$ cat src/rtl/bittiming_seq.sv
// rtl/bittiming_seq.sv - CAN bit-timing sequencer (SYNC/SEG1/SEG2, sample point, hard sync, resync)
//
// Counts time quanta through SYNC, SEG1 and SEG2. It samples rx at the sample point
// and pulses txpoint at the start of each bit. Recessive-to-dominant edges cause a
// hard sync or an SJW-limited resync. The SEG1 length lives in an external register.
// This block commands that register through ctrl and reads it back as tseg1mpl.
//
// Ports:
//   clock, reset          system clock, asynchronous active-high reset
//   prescale_en           time-quantum tick (single-clock pulse, at least 3 clocks apart)
//   rx                    bus level, 1 = recessive
//   hardsync_en           hard sync allowed
//   resync_en             resync allowed
//   tseg1, tseg2, sjw     nominal SEG1-1, SEG2-1, SJW-1
//   tseg1mpl              current SEG1 length - 1 from the external register
//   ctrl                  01 load tseg1, 10 load tseg1pcount, 11 load tseg1p1psjw, 00 hold
//   tseg1pcount           lengthened SEG1 - 1 for a small phase error
//   tseg1p1psjw           lengthened SEG1 - 1 for a phase error clipped to SJW
//   sample, smplbit       sample-point pulse and the captured bus level
//   txpoint               start-of-bit pulse
module bittiming_seq (
  input  logic       clock,
  input  logic       reset,
  input  logic       prescale_en,
  input  logic       rx,
  input  logic       hardsync_en,
  input  logic       resync_en,
  input  logic [2:0] tseg1,
  input  logic [2:0] tseg2,
  input  logic [1:0] sjw,
  input  logic [4:0] tseg1mpl,
  output logic [1:0] ctrl,
  output logic [4:0] tseg1pcount,
  output logic [4:0] tseg1p1psjw,
  output logic       sample,
  output logic       smplbit,
  output logic       txpoint
);

  typedef enum logic [1:0] {
    ST_SYNC = 2'd0,
    ST_SEG1 = 2'd1,
    ST_SEG2 = 2'd2
  } state_t;

  localparam logic [1:0] CTRL_HOLD    = 2'b00;
  localparam logic [1:0] CTRL_TSEG1   = 2'b01;
  localparam logic [1:0] CTRL_PCOUNT  = 2'b10;
  localparam logic [1:0] CTRL_P1PSJW  = 2'b11;

  state_t     state;
  logic [3:0] cnt;
  logic [3:0] seg2len;
  logic       rx_prev;
  logic       resync_done;
  logic       load_pend;

  logic [4:0] cnt5;
  logic [4:0] sjw_p1;
  logic [4:0] seg1_end;
  logic [4:0] seg2_rem;
  logic       edge_det;
  logic       resync;

  assign cnt5     = {1'b0, cnt};
  assign sjw_p1   = {3'b000, sjw} + 5'd1;
  assign seg1_end = tseg1mpl + 5'd1;
  assign seg2_rem = {1'b0, seg2len} - cnt5;
  assign edge_det = rx_prev & ~rx;
  assign resync   = edge_det & resync_en & ~resync_done & smplbit;

  // cnt has already stepped past the edge quantum while ctrl=10 is presented,
  // so the phase error e is cnt-1 here; the new SEG1 length becomes nominal + e.
  assign tseg1pcount = {2'b00, tseg1} + cnt5 - 5'd1;
  assign tseg1p1psjw = {2'b00, tseg1} + 5'd1 + {3'b000, sjw};

  always_ff @(posedge clock or posedge reset) begin
    if (reset) begin
      state       <= ST_SYNC;
      cnt         <= 4'd0;
      seg2len     <= 4'd0;
      ctrl        <= CTRL_HOLD;
      sample      <= 1'b0;
      txpoint     <= 1'b0;
      smplbit     <= 1'b1;
      resync_done <= 1'b0;
      load_pend   <= 1'b1;
      rx_prev     <= 1'b1;
    end else begin
      ctrl    <= CTRL_HOLD;
      sample  <= 1'b0;
      txpoint <= 1'b0;

      // Restore the nominal SEG1 length once after reset.
      if (load_pend) begin
        ctrl      <= CTRL_TSEG1;
        load_pend <= 1'b0;
      end

      if (prescale_en) begin
        rx_prev <= rx;

        if (edge_det && hardsync_en) begin
          // Hard sync: the current quantum becomes SYNC, next tick is SEG1 tq 1.
          state       <= ST_SEG1;
          cnt         <= 4'd1;
          ctrl        <= CTRL_TSEG1;
          txpoint     <= 1'b1;
          resync_done <= 1'b1;
        end else if (resync) begin
          resync_done <= 1'b1;
          case (state)
            ST_SEG1: begin
              // Late edge: lengthen SEG1 by e or by SJW, whichever is smaller.
              // The end check is skipped; the new length is always >= cnt+1.
              ctrl <= (cnt5 <= sjw_p1) ? CTRL_PCOUNT : CTRL_P1PSJW;
              cnt  <= cnt + 4'd1;
            end
            ST_SEG2: begin
              if (seg2_rem <= sjw_p1) begin
                // Early edge within SJW of the bit end: start a new bit now.
                state   <= ST_SEG1;
                cnt     <= 4'd1;
                ctrl    <= CTRL_TSEG1;
                txpoint <= 1'b1;
              end else begin
                seg2len <= seg2len - sjw_p1[3:0];
                cnt     <= cnt + 4'd1;
              end
            end
            default: begin
              state <= ST_SEG1;
              cnt   <= 4'd1;
            end
          endcase
        end else begin
          case (state)
            ST_SYNC: begin
              state <= ST_SEG1;
              cnt   <= 4'd1;
            end
            ST_SEG1: begin
              if (cnt5 == seg1_end) begin
                state   <= ST_SEG2;
                cnt     <= 4'd1;
                sample  <= 1'b1;
                smplbit <= rx;
                seg2len <= {1'b0, tseg2} + 4'd1;
              end else begin
                cnt <= cnt + 4'd1;
              end
            end
            ST_SEG2: begin
              if (cnt == seg2len) begin
                state       <= ST_SYNC;
                cnt         <= 4'd0;
                txpoint     <= 1'b1;
                ctrl        <= CTRL_TSEG1;
                resync_done <= 1'b0;
              end else begin
                cnt <= cnt + 4'd1;
              end
            end
            default: begin
              state <= ST_SYNC;
              cnt   <= 4'd0;
            end
          endcase
        end
      end
    end
  end

endmodule

$ cat config.mk
export PLATFORM = sky130hd
export DESIGN_NAME = bittiming_seq
export DESIGN_NICKNAME = d
export VERILOG_FILES = /design/src/rtl/bittiming_seq.sv
export SDC_FILE = /design/constraint.sdc
export NUM_CORES = 1
export LEC_CHECK = 0
export ABC_CLOCK_PERIOD_IN_PS = 3900
export CORE_MARGIN = 2
export CORE_UTILIZATION = 39
export CTS_BUF_LIST = sky130_fd_sc_hd__clkbuf_4
export CTS_CLUSTER_DIAMETER = 80
export DETAILED_ROUTE_END_ITERATION = 6
export PLACE_DENSITY_LB_ADDON = 0.12
export SLEW_MARGIN = 20
export SYNTH_ARGS = -nofsm -noshare
export SYNTH_HDL_FRONTEND = slang
export SYNTH_SLANG_ARGS = --single-unit
$ cat constraint.sdc
create_clock -name clock -period 3.9 [get_ports clock]
set_input_delay 0.39 -clock clock [delete_from_list [all_inputs] [get_ports clock]]
set_output_delay 0.39 -clock clock [all_outputs]
set_load 0.005 [all_outputs]
==> metrics.cfg <==
[run_status]
run_status=complete, no violations

[yosys]
syn_inst=205
number_of_synthesized_flops_with_an_enable_pin=0
ys_dominant_reg_cell=dfrtp_1
ys_types=55
yosys-top-cells-area=dfrtp_1 (20%), ha_1 (19%), inv_1 (6.2%), xnor2_1 (5.1%), fa_1 (4.3%)
asyncSetResetFlopFracSynth_pct=100.0
yosys_warnings=0
synth.yosys.seq_area_share_pct=24.14
synth_top_area_cell=dfrtp_1
yosysTopAreaCellShare_pct=19.95
mappedNetlistArea_um2=1882
postSynthAreaPerCell_um2=9.180
ys_ff_latch=18

[timing]
report.final.slew_viol_count=0
timing_worst_slew_pin_value_ps=718.3
final.period_utilization_pct=76.25
hold_viol=0
setup_viol=0
setup_repair_after_global_routing_missed_its_margin=false
max_freq_mhz=336.3
post-route-min-period_ps=2974
hold-worst-slack_ps=481.7
max-slew-margin-rel_pct=51.96
clock-skew-final_ps=1.189
setup_tns_ps=0

[place]
global_placer_s_final_weighted_congestion=0.8097
place.port_buffers=32
dp_hpwl_mm=3.013

[clocking]
post_cts_hold_buffer_count=0
tritoncts_clock_tree=done
tritoncts.num_buffers=3
cts_sinks=18
clk-insertion-delay-late_ps=300
number_of_gates_resized_after_cts=0
cts_setup_buffers=0
cts-htree-levels=1
clk_transition_reported_paths_ps=100
ctsLongestPathBuffers=2
cts.root.buffer_cell=clkbuf_4

[layout]
fillers=455
multiInputGateArea_um2=1294
share_of_layout_cells_above_drive_strength_1_pct=10.92
seqCellArea_um2=454.2
area_growth_syn_to_layout_pct=21.08
antenna-diode-count=0
num-nets-final=291

[pwr]
cellLeakagePower_uw=0.001075
ir_drop_uv=307.5
cellPowerDensity_nw_per_um2=601.5
total_power_uw=1370

[drt]
post_drt_wl_per_cell_um=12.76
vias=1496
initialDrtViolationCount=65
route.detailed.drc=0
viasPerCell=5.123
drt-pass1-iter-count=4
routed_wirelength_mm=3.725
antenna_violating_nets_post_route=0

[die]
floorplan.initialDensity_pct=40.11
die_width_um=73.47
floorplan.die.height_um=73.47
core.rowCount=25
pin_count=34
fp.coreArea_um2=4692
die_area_um2=5397

[setup_path]
worst_r2r_startpoint=cnt[0]
timing.reg2reg.setup_slack_ps=990
crit_path_start=tseg1[2]
cp_data_required_time_ps=3510
worst_setup_path_end_kind=primary output
timing.setup.critical_path_class=in -> out
worstPathArrival_ps=2580
timing.critical_path.fanout_max=2
start_kind=input pin

[global_routing]
via_count_of_the_first_global_routing_pass=1438
antenna_found_initial=0
track_usage_pct=15.45
global_route_wire_length_before_repair_mm=6.555
grt_max_degree=19
gr-total-overflow=0

[run]
drv_cap=0

[hold_path]
hold_path.class=in -> async

-- cell type report --
cell class | instances | share of cell area [%]
Clock buffer | 3 | 0.9885
Clock inverter | 1 | 0.1647
Inverter | 31 | 5.107
Multi-Input combinational cell | 153 | 56.78
Sequential cell | 18 | 19.93
Tap cell | 54 | 2.965
Timing Repair Buffer | 32 | 14.06
-- logic make-up after synthesis --
group           count (synthesis)  share of synthesized area (%)
mux                            10                          6.782
buf+inv                        35                          7.314
flops                          18                          24.14
xor+xnor                       15                          6.981
other cells                     1                         0.1993
compound gates                 45                          17.09
fa+ha+maj                      33                          23.54
simple gates                   48                          13.96
-- per-layer routing --
metal / vias up / track usage (%) / routed length (um)
met5: - / 0 / 0
met4: 0 / 4.242 / 36
met3: 4 / 1.646 / 107
met2: 26 / 25.89 / 1704
met1: 696 / 21.09 / 1876
li1: 770 / - / -
-- through the flow --
stage                     cells  setup WS [ps]  cell area [um2]  util [%]
after floorplan             206           1213             1886         -
after global placement      288          939.1             2252     48.00
after detailed placement    288          920.2             2252     48.00
after CTS                   292          916.0             2278     48.56
after global routing        292          812.3             2278     48.56
final                       292          926.2             2278     48.56
-- layout by cell type (no fill, tap or decap), drive strengths merged, types with 2 or more instances in the layout --
master	instances
clkbuf	3
o21a	2
dfrtp	15
fa	4
mux2i	4
nand2	16
o21ai	11
clkdlybuf4s50	32
nor2	10
nand4	2
a21oi	12
mux2	6
conb	2
a21o	4
inv	31
a31oi	4
nor2b	2
nand2b	3
xnor2	11
xor2	4
ha	29
nand3	6
dfstp	3
a211o	2
-- state kept, by name, indices dropped and copies added (netlist names) --
signal       cells
cnt              4
ctrl             2
load_pend        1
resync_done      1
rx_prev          1
sample           1
seg2len          4
smplbit          1
state            2
txpoint          1
-- report_power, final --
part           switching, uW  leakage [uW]  internal (uW)
Combinational            494      0.000839            476
Sequential              60.4      0.000220            244
Clock                   59.2     0.0000154           37.3
Total                    614       0.00107            757
-- cells in the mapped netlist, types with 2 or more instances --
cell      number
a21o_1         4
a21oi_1       11
a31oi_1        4
buf_2          2
dfrtp_1       15
dfstp_2        3
fa_1           4
ha_1          29
inv_1         31
mux2_2         3
mux2_4         2
mux2i_1        3
nand2_1       16
nand2b_1       2
nand3_1        6
nor2_1         8
nor2_2         2
nor2b_1        2
o21a_1         2
o21ai_0        7
o21ai_2        2
xnor2_1       11
xor2_1         4
-- final timing paths --
kind | to | cells past startpoint
setup / recovery | tseg1pcount[4] | 9
hold / removal | resync_done | 2
setup reg to reg | seg2len[1] | 10
hold reg to reg | seg2len[3] | 1
max in group asynchronous | cnt[0] | 2
min in group clock | seg2len[3] | 1
-- worst max-delay path: stages --
cell	delay [ps]
clkdlybuf4s50_1	490
inv_1	70
ha_1	320
inv_1	50
ha_1	280
a21o_1	170
a21oi_1	160
xnor2_1	130
clkdlybuf4s50_1	520
Note: power is estimated with default switching activity, not from simulation.
